### config.mk
export PLATFORM = sky130hd
export DESIGN_NAME = flight_cntrl
export DESIGN_NICKNAME = d
export VERILOG_FILES = /design/src/rtl/flight_cntrl.sv
export SDC_FILE = /design/constraint.sdc
export NUM_CORES = 1
export LEC_CHECK = 0
export CAP_MARGIN = 20
export CORE_MARGIN = 2
export CORE_UTILIZATION = 55
export CTS_BUF_LIST = sky130_fd_sc_hd__clkbuf_8 sky130_fd_sc_hd__clkbuf_16
export DETAILED_ROUTE_END_ITERATION = 10
export HOLD_SLACK_MARGIN = 0.08
export MAX_ROUTING_LAYER = met4
export PLACE_DENSITY = 0.87
export SYNTH_ARGS = -nofsm -noshare
export SYNTH_HDL_FRONTEND = slang
export SYNTH_SLANG_ARGS = --single-unit
### constraint.sdc
create_clock -name clk -period 12.1 [get_ports clk]
set_input_delay 1.815 -clock clk [delete_from_list [all_inputs] [get_ports clk]]
set_output_delay 1.815 -clock clk [all_outputs]
set_load 0.005 [all_outputs]
### src/rtl/flight_cntrl.sv
// flight_cntrl: quadcopter attitude PD controller and motor mixer.
// Saturated P/D terms per axis are mixed into four registered ESC speeds.
module flight_cntrl #(
    parameter int          D_QUEUE_DEPTH = 12,
    parameter logic [12:0] MIN_RUN_SPEED = 13'h2A5,
    parameter logic [10:0] CAL_SPEED     = 11'h1B0,
    parameter int          D_COEFF       = 7
) (
    input  logic        clk,
    input  logic        rst_n,
    input  logic        vld,
    input  logic        inertial_cal,
    input  logic [15:0] d_ptch,
    input  logic [15:0] d_roll,
    input  logic [15:0] d_yaw,
    input  logic [15:0] ptch,
    input  logic [15:0] roll,
    input  logic [15:0] yaw,
    input  logic [8:0]  thrst,
    output logic [10:0] frnt_spd,
    output logic [10:0] bck_spd,
    output logic [10:0] lft_spd,
    output logic [10:0] rght_spd
);

    localparam int NAX = 3;
    localparam logic signed [9:0] D_MUL = 10'(D_COEFF);

    function automatic logic signed [9:0] sat10(input logic signed [16:0] v);
        if (v > 17'sd511)
            return 10'sh1FF;
        else if (v < -17'sd512)
            return 10'sh200;
        return v[9:0];
    endfunction

    function automatic logic signed [6:0] sat7(input logic signed [10:0] v);
        if (v > 11'sd63)
            return 7'sh3F;
        else if (v < -11'sd64)
            return 7'sh40;
        return v[6:0];
    endfunction

    function automatic logic [10:0] sat11(input logic signed [12:0] v);
        if (v[12])
            return 11'h000;
        else if (v[11])
            return 11'h7FF;
        return v[10:0];
    endfunction

    function automatic logic signed [12:0] ext13(input logic signed [9:0] v);
        return {{3{v[9]}}, v};
    endfunction

    // axis index: 0 = pitch, 1 = roll, 2 = yaw
    logic [15:0] meas [NAX];
    logic [15:0] des  [NAX];

    assign meas[0] = ptch;
    assign meas[1] = roll;
    assign meas[2] = yaw;
    assign des[0]  = d_ptch;
    assign des[1]  = d_roll;
    assign des[2]  = d_yaw;

    logic signed [16:0] err   [NAX];
    logic signed [9:0]  e_sat [NAX];
    logic signed [9:0]  p_trm [NAX];
    logic signed [10:0] diff  [NAX];
    logic signed [6:0]  d_sat [NAX];
    logic signed [9:0]  d_trm [NAX];
    logic signed [9:0]  hist  [NAX][D_QUEUE_DEPTH];

    always_comb begin
        for (int a = 0; a < NAX; a++) begin
            err[a]   = $signed({meas[a][15], meas[a]})
                     - $signed({des[a][15], des[a]});
            e_sat[a] = sat10(err[a]);
            p_trm[a] = (e_sat[a] >>> 1)
                     + ((a == 2) ? 10'sd0 : (e_sat[a] >>> 3));
            // oldest entry is read before this edge's push
            diff[a]  = $signed({e_sat[a][9], e_sat[a]})
                     - $signed({hist[a][D_QUEUE_DEPTH-1][9],
                                hist[a][D_QUEUE_DEPTH-1]});
            d_sat[a] = sat7(diff[a]);
            d_trm[a] = $signed({{3{d_sat[a][6]}}, d_sat[a]}) * D_MUL;
        end
    end

    logic signed [12:0] base;
    logic signed [12:0] pc;
    logic signed [12:0] rc;
    logic signed [12:0] yc;
    logic signed [12:0] frnt_sum;
    logic signed [12:0] bck_sum;
    logic signed [12:0] lft_sum;
    logic signed [12:0] rght_sum;

    always_comb begin
        base     = $signed(MIN_RUN_SPEED + {4'b0, thrst});
        pc       = ext13(p_trm[0]) + ext13(d_trm[0]);
        rc       = ext13(p_trm[1]) + ext13(d_trm[1]);
        yc       = ext13(p_trm[2]) + ext13(d_trm[2]);
        frnt_sum = base - pc - yc;
        bck_sum  = base + pc - yc;
        lft_sum  = base - rc + yc;
        rght_sum = base + rc + yc;
    end

    always_ff @(posedge clk) begin
        if (!rst_n) begin
            frnt_spd <= '0;
            bck_spd  <= '0;
            lft_spd  <= '0;
            rght_spd <= '0;
            for (int a = 0; a < NAX; a++)
                for (int i = 0; i < D_QUEUE_DEPTH; i++)
                    hist[a][i] <= '0;
        end else begin
            if (inertial_cal) begin
                frnt_spd <= CAL_SPEED;
                bck_spd  <= CAL_SPEED;
                lft_spd  <= CAL_SPEED;
                rght_spd <= CAL_SPEED;
            end else begin
                frnt_spd <= sat11(frnt_sum);
                bck_spd  <= sat11(bck_sum);
                lft_spd  <= sat11(lft_sum);
                rght_spd <= sat11(rght_sum);
            end
            if (vld) begin
                for (int a = 0; a < NAX; a++) begin
                    hist[a][0] <= e_sat[a];
                    for (int i = 1; i < D_QUEUE_DEPTH; i++)
                        hist[a][i] <= hist[a][i-1];
                end
            end
        end
    end

endmodule

; Yosys cells after proc, flatten, opt, wreduce, memory -nomap -nowiden
; Memories as Yosys holds them, arrays and structs flattened.
; Index checks and enable logic that the tools add are counted.
[totals]
mem_bits_rw = 360
out_inout_bits = 44
mem_count = 1
reg_bits = 44
elab_cells = 184
[memory_table]
columns = name, depth, word_bits, read_ports, rd_clocked_by_memory_dff, wr, line
row1 = hist, 3, 120, 3, 0, 3, 74  ; logic signed [9:0] hist [NAX][D_QUEUE_DEPTH];
[classes]
n_mux = 102
n_addsub = 20
reduce_logical = 1
n_lt_le_gt_ge = 12
bitwise = 37
mul = 3
[op_table]
columns = cell, n
row1 = 10-bit 2-to-1 mux, 45
row2 = 11-bit 2-to-1 mux, 12
row3 = 7-bit 2-to-1 mux, 9
row4 = "17-bit by 10-bit > comparator with 1-bit output, second input constant", 3
row5 = "17-bit by 10-bit less-than comparator with 1-bit output, second input constant", 3
row6 = 16-bit by 16-bit subtractor with 17-bit output, 3
row7 = 9-bit 2-to-1 mux, 4
row8 = 1-bit bitwise OR, 36
row9 = "11-bit by 7-bit > comparator with 1-bit output, second input constant", 3
row10 = "11-bit by 7-bit less-than comparator with 1-bit output, second input constant", 3
row11 = 10-bit by 10-bit subtractor with 11-bit output, 3
row12 = 1-bit 2-to-1 mux, 32
row13 = "7-bit by 4-bit multiplier with 10-bit output, second input constant", 3
row14 = 12-bit by 11-bit adder with 13-bit output, 2
row15 = 13-bit by 11-bit adder with 13-bit output, 2
row16 = 12-bit by 11-bit subtractor with 13-bit output, 2
row17 = 13-bit by 11-bit subtractor with 13-bit output, 2
row18 = 10-bit by 10-bit adder with 11-bit output, 2
row19 = 9-bit by 7-bit adder with 10-bit output, 2
row20 = "10-bit by 9-bit adder with 11-bit output, first input constant", 1
row21 = 9-bit by 10-bit adder with 11-bit output, 1
row22 = 2-bit OR reduction, 1
row23 = 1-bit NOT, 1

; Depth between registers and ports, before layout
[depth]
ltp_word = 20
depth_mapped = 53
depth_no_buf = 52

; Worst setup path before layout
; No wires, ideal clock.
[synth_path]
path_type = input-to-reg
start = in d_ptch[2]
end = reg frnt_spd[4]
setup_ps = 122
slack_ps = 159
arrival_ps = 11819
cell_stages = 44
path_buffers = 1
path_cell_list = inv_1 ha_1 nor2b_1 o31a_1 o311a_2 nor4_1 a311o_1 and4b_1 and4_2 o22ai_1 inv_1 ha_1 clkbuf_1 and3_1 a21oi_1 a31oi_1 a31oi_1 a21boi_0 [8 not listed] nor2b_1 o21a_1 o21ai_0 nand2_1 fa_1 inv_1 ha_1 a21oi_1 o21ai_0 xor2_1 fa_1 ha_1 or3_1 o21ai_0 a21oi_1 xor2_1 or2_2 o311a_1
[synth_lines]
columns = item, line
row1 = from (decl), 13  ; input logic [15:0] d_ptch,
row2 = to (signal assigned), 128  ; frnt_spd <= sat11(frnt_sum);
row3 = to (decl), 20  ; output logic [10:0] frnt_spd,

==> metrics <==
DRC errors left=0; r2r setup slk=3.94 ns; antenna cells=0; Synth area leader=edfxtp_1; Crit Path Category=in -> reg; layout net count=3,361; measured slew at the worst slew-check pin=1.09 ns; via count=20.2k; H-tree depth=2; Die Y=223 microns; vias in the first global route=19.9k; fill cell count=3,270; remaining global-route overflow=0; Worst Setup End Kind=flop; max frequency=84.9 MHz; CP Data Required Time=12.56 ns; EDFF count, synth=360; CTS tree=yes; Reg clk slew, reported paths=0.06 ns; crit share post-route=97.4%; Max-Cap Viols=0; initial antenna violation count=0; Synth Flop Type=edfxtp_1; Slew headroom=27.4%; Post-DRT Antenna Nets=0; slowest stage cell, crit path=fa_1; die width=223 microns; Final setup viols=0; Hold Path Depth=1; min Tclk post-route=11.78 ns; clk_skew=0.0369 ns; Port Buffers=152; Layout area overhead=28.7%; DP HPWL=46,400 microns; Final Core Density=71.3%; Syn Nets=2,843; Die Area=49,600 sq um; async set-reset flop share out of synthesis=0%; Syn Area/Cell=10.8 sq um; Synth area leaders=edfxtp_1, ha_1, and3_1; Slew Limit Fails=0; Synthesis Warnings=0; WHS=0.548 ns; sequential share of the synthesized area=44.5%; Initial Util=55.4%; CP startpoint kind=input port; Row Count=80; io pins=153; # hold bufs at CTS=0; worst reg-to-reg path cell count=34; final wirelength=64,800 microns; Hold Vio Cnt, Final=0; Hold Crit Endpoint=hist[0][44]; first-pass GRT wire length=100,000 microns; Max stage delay on crit path=0.57 ns; status=finished, final reports clean; CP max FO=7; via density per instance=5.60; share of layout cells above drive strength 1=24.0%; CTS Sinks=404; storage element area=11,700 sq um; post-synthesis register bit count=404; Synth Cell Area=26,300 sq um; Mapped Cells=2,439; initial drt markers=1,672; Worst R2R End=rght_spd[1]; Initial DRT Pass Iterations=5; HP Start=hist[0][54]; worst reg2reg startpoint=hist[0][121]; Critical Path AT=12.24 ns; CTS root buffer=clkbuf_16; clock buffer depth=3; Yosys top cell area share=41.1%; Core ar.=47,400 sq um; WL per Instance=18.0 microns; clk_lat worst skew=0.56 ns; gp weighted congestion=0.961; largest net degree at the start of global routing=191; multi-input logic area=14,000 sq um; CTS buffer count=40; HP Class=reg -> reg; Total GRT Usage=25.7%; Netlist cell types=95
-- worst max-delay path, delay by kind of cell --
family / cells / cell delay [ns]
and+or+nand+nor: 5 / 0.76
xor gates and xnor gates: 4 / 0.79
buffers and inverters: 7 / 1.03
adders and majority gates: 9 / 3.38
AOI/OAI and AO/OA: 21 / 4.47
-- logic make-up (layout without fill, tap and decap cells) --
kind of cell / count (synthesis) / count (layout) / synth area share, %
muxes: 8 / 8 / 0.362
and+or+nand+nor: 724 / 724 / 15.5
xor gates and xnor gates: 131 / 131 / 4.39
buffers and inverters: 410 / 957 / 6.06
AOI/OAI and AO/OA: 467 / 467 / 12.6
adders and majority gates: 295 / 295 / 16.6
DFF: 404 / 404 / 44.5
-- worst max path at each step --
stage / depth (start not counted) / from / slack, ns / to
global placement: 48 / d_roll[1] / -0.49 / rght_spd[1]
global route: 49 / ptch[0] / -0.17 / frnt_spd[7]
CTS: 51 / roll[0] / 0.03 / rght_spd[1]
floorplan: 44 / d_ptch[2] / 0.16 / frnt_spd[4]
detailed placement: 47 / roll[0] / -0.70 / rght_spd[5]
finish: 46 / d_roll[2] / 0.32 / rght_spd[1]
-- Yosys cell counts (13+ instances only) --
cell / instances
nand2b_1: 22
xnor2_1: 73
o21a_1: 39
a21o_1: 36
a211oi_1: 13
and3_1: 337
o21bai_1: 23
fa_1: 90
nand3_1: 26
ha_1: 205
edfxtp_1: 360
o21ai_0: 70
nor2b_1: 40
xor2_1: 57
a21oi_1: 117
clkbuf_1: 86
nand2_1: 64
dfxtp_1: 44
inv_1: 307
nor3_1: 36
nor2_1: 112
-- cell type report --
type	instances	area share, %
clock buffers	40	2.96
inverters	308	3.42
repair buffers	578	14.4
clock inverters	31	0.943
well taps	615	2.27
flip-flops and latches	404	34.6
multi-input cells	1625	41.5
-- routing by layer --
layer  up-vias  global-route usage (%)  share of wire (%)
met1      9772                    33.6                 43
met4         0                    6.84                2.6
met5         -                       -                  0
met2       552                    42.9                 50
li1       9731                       -                  -
met3       114                    2.72                4.0
-- cell usage in the layout, fill, tap and decap left out, drive strengths merged, types with 9 or more instances in the layout --
cell type	Yosys	routed
buf	16	427
edfxtp	360	360
and3	338	338
inv	308	322
ha	205	205
clkdlybuf4s50	0	143
a21oi	121	121
nor2	120	120
fa	90	90
o21ai	83	83
xnor2	73	73
nand2	65	65
xor2	58	58
dfxtp	44	44
o21a	41	41
clkbuf	86	40
nor2b	40	40
a21o	37	37
nor3	36	36
nand3	26	26
a211oi	24	24
o21bai	23	23
nand2b	22	22
or2	15	15
a21boi	13	13
or3	12	12
o31a	11	11
a31o	11	11
a31oi	11	11
clkinv	0	10
nand3b	9	9
o311a	9	9
-- repair_timing --
action / 4_1_cts / 5_1_grt
setup endpoints to repair: 28 / 44
cloned: 0 / 1
buffers inserted: 0 / 30
pin swaps: 0 / 102
resized for setup: 8 / 233
-- flip-flops by register name, indices dropped and copies added (netlist names) --
name	cells
hist	360
bck_spd	11
frnt_spd	11
lft_spd	11
rght_spd	11
-- stage by stage --
| step | setup slack [ns] | setup TNS (ns) | area, sq um | instances |
|---|---|---|---|---|
| 2_1_floorplan | 0.159 | 0 | 26300 | 2439 |
| 5_1_grt | -0.170 | -4.29 | 33800 | 3601 |
| 6_report | 0.316 | 0 | 33800 | 3601 |
| 3_3_place_gp | -0.495 | -11.38 | 31200 | 3497 |
| 4_1_cts | 0.0257 | 0 | 32500 | 3568 |
| 3_5_place_dp | -0.700 | -25.02 | 31200 | 3497 |
Power is left out: the tool's default activity adds up to more than one toggle a clock period on the data nets, which glitch-free logic cannot reach.
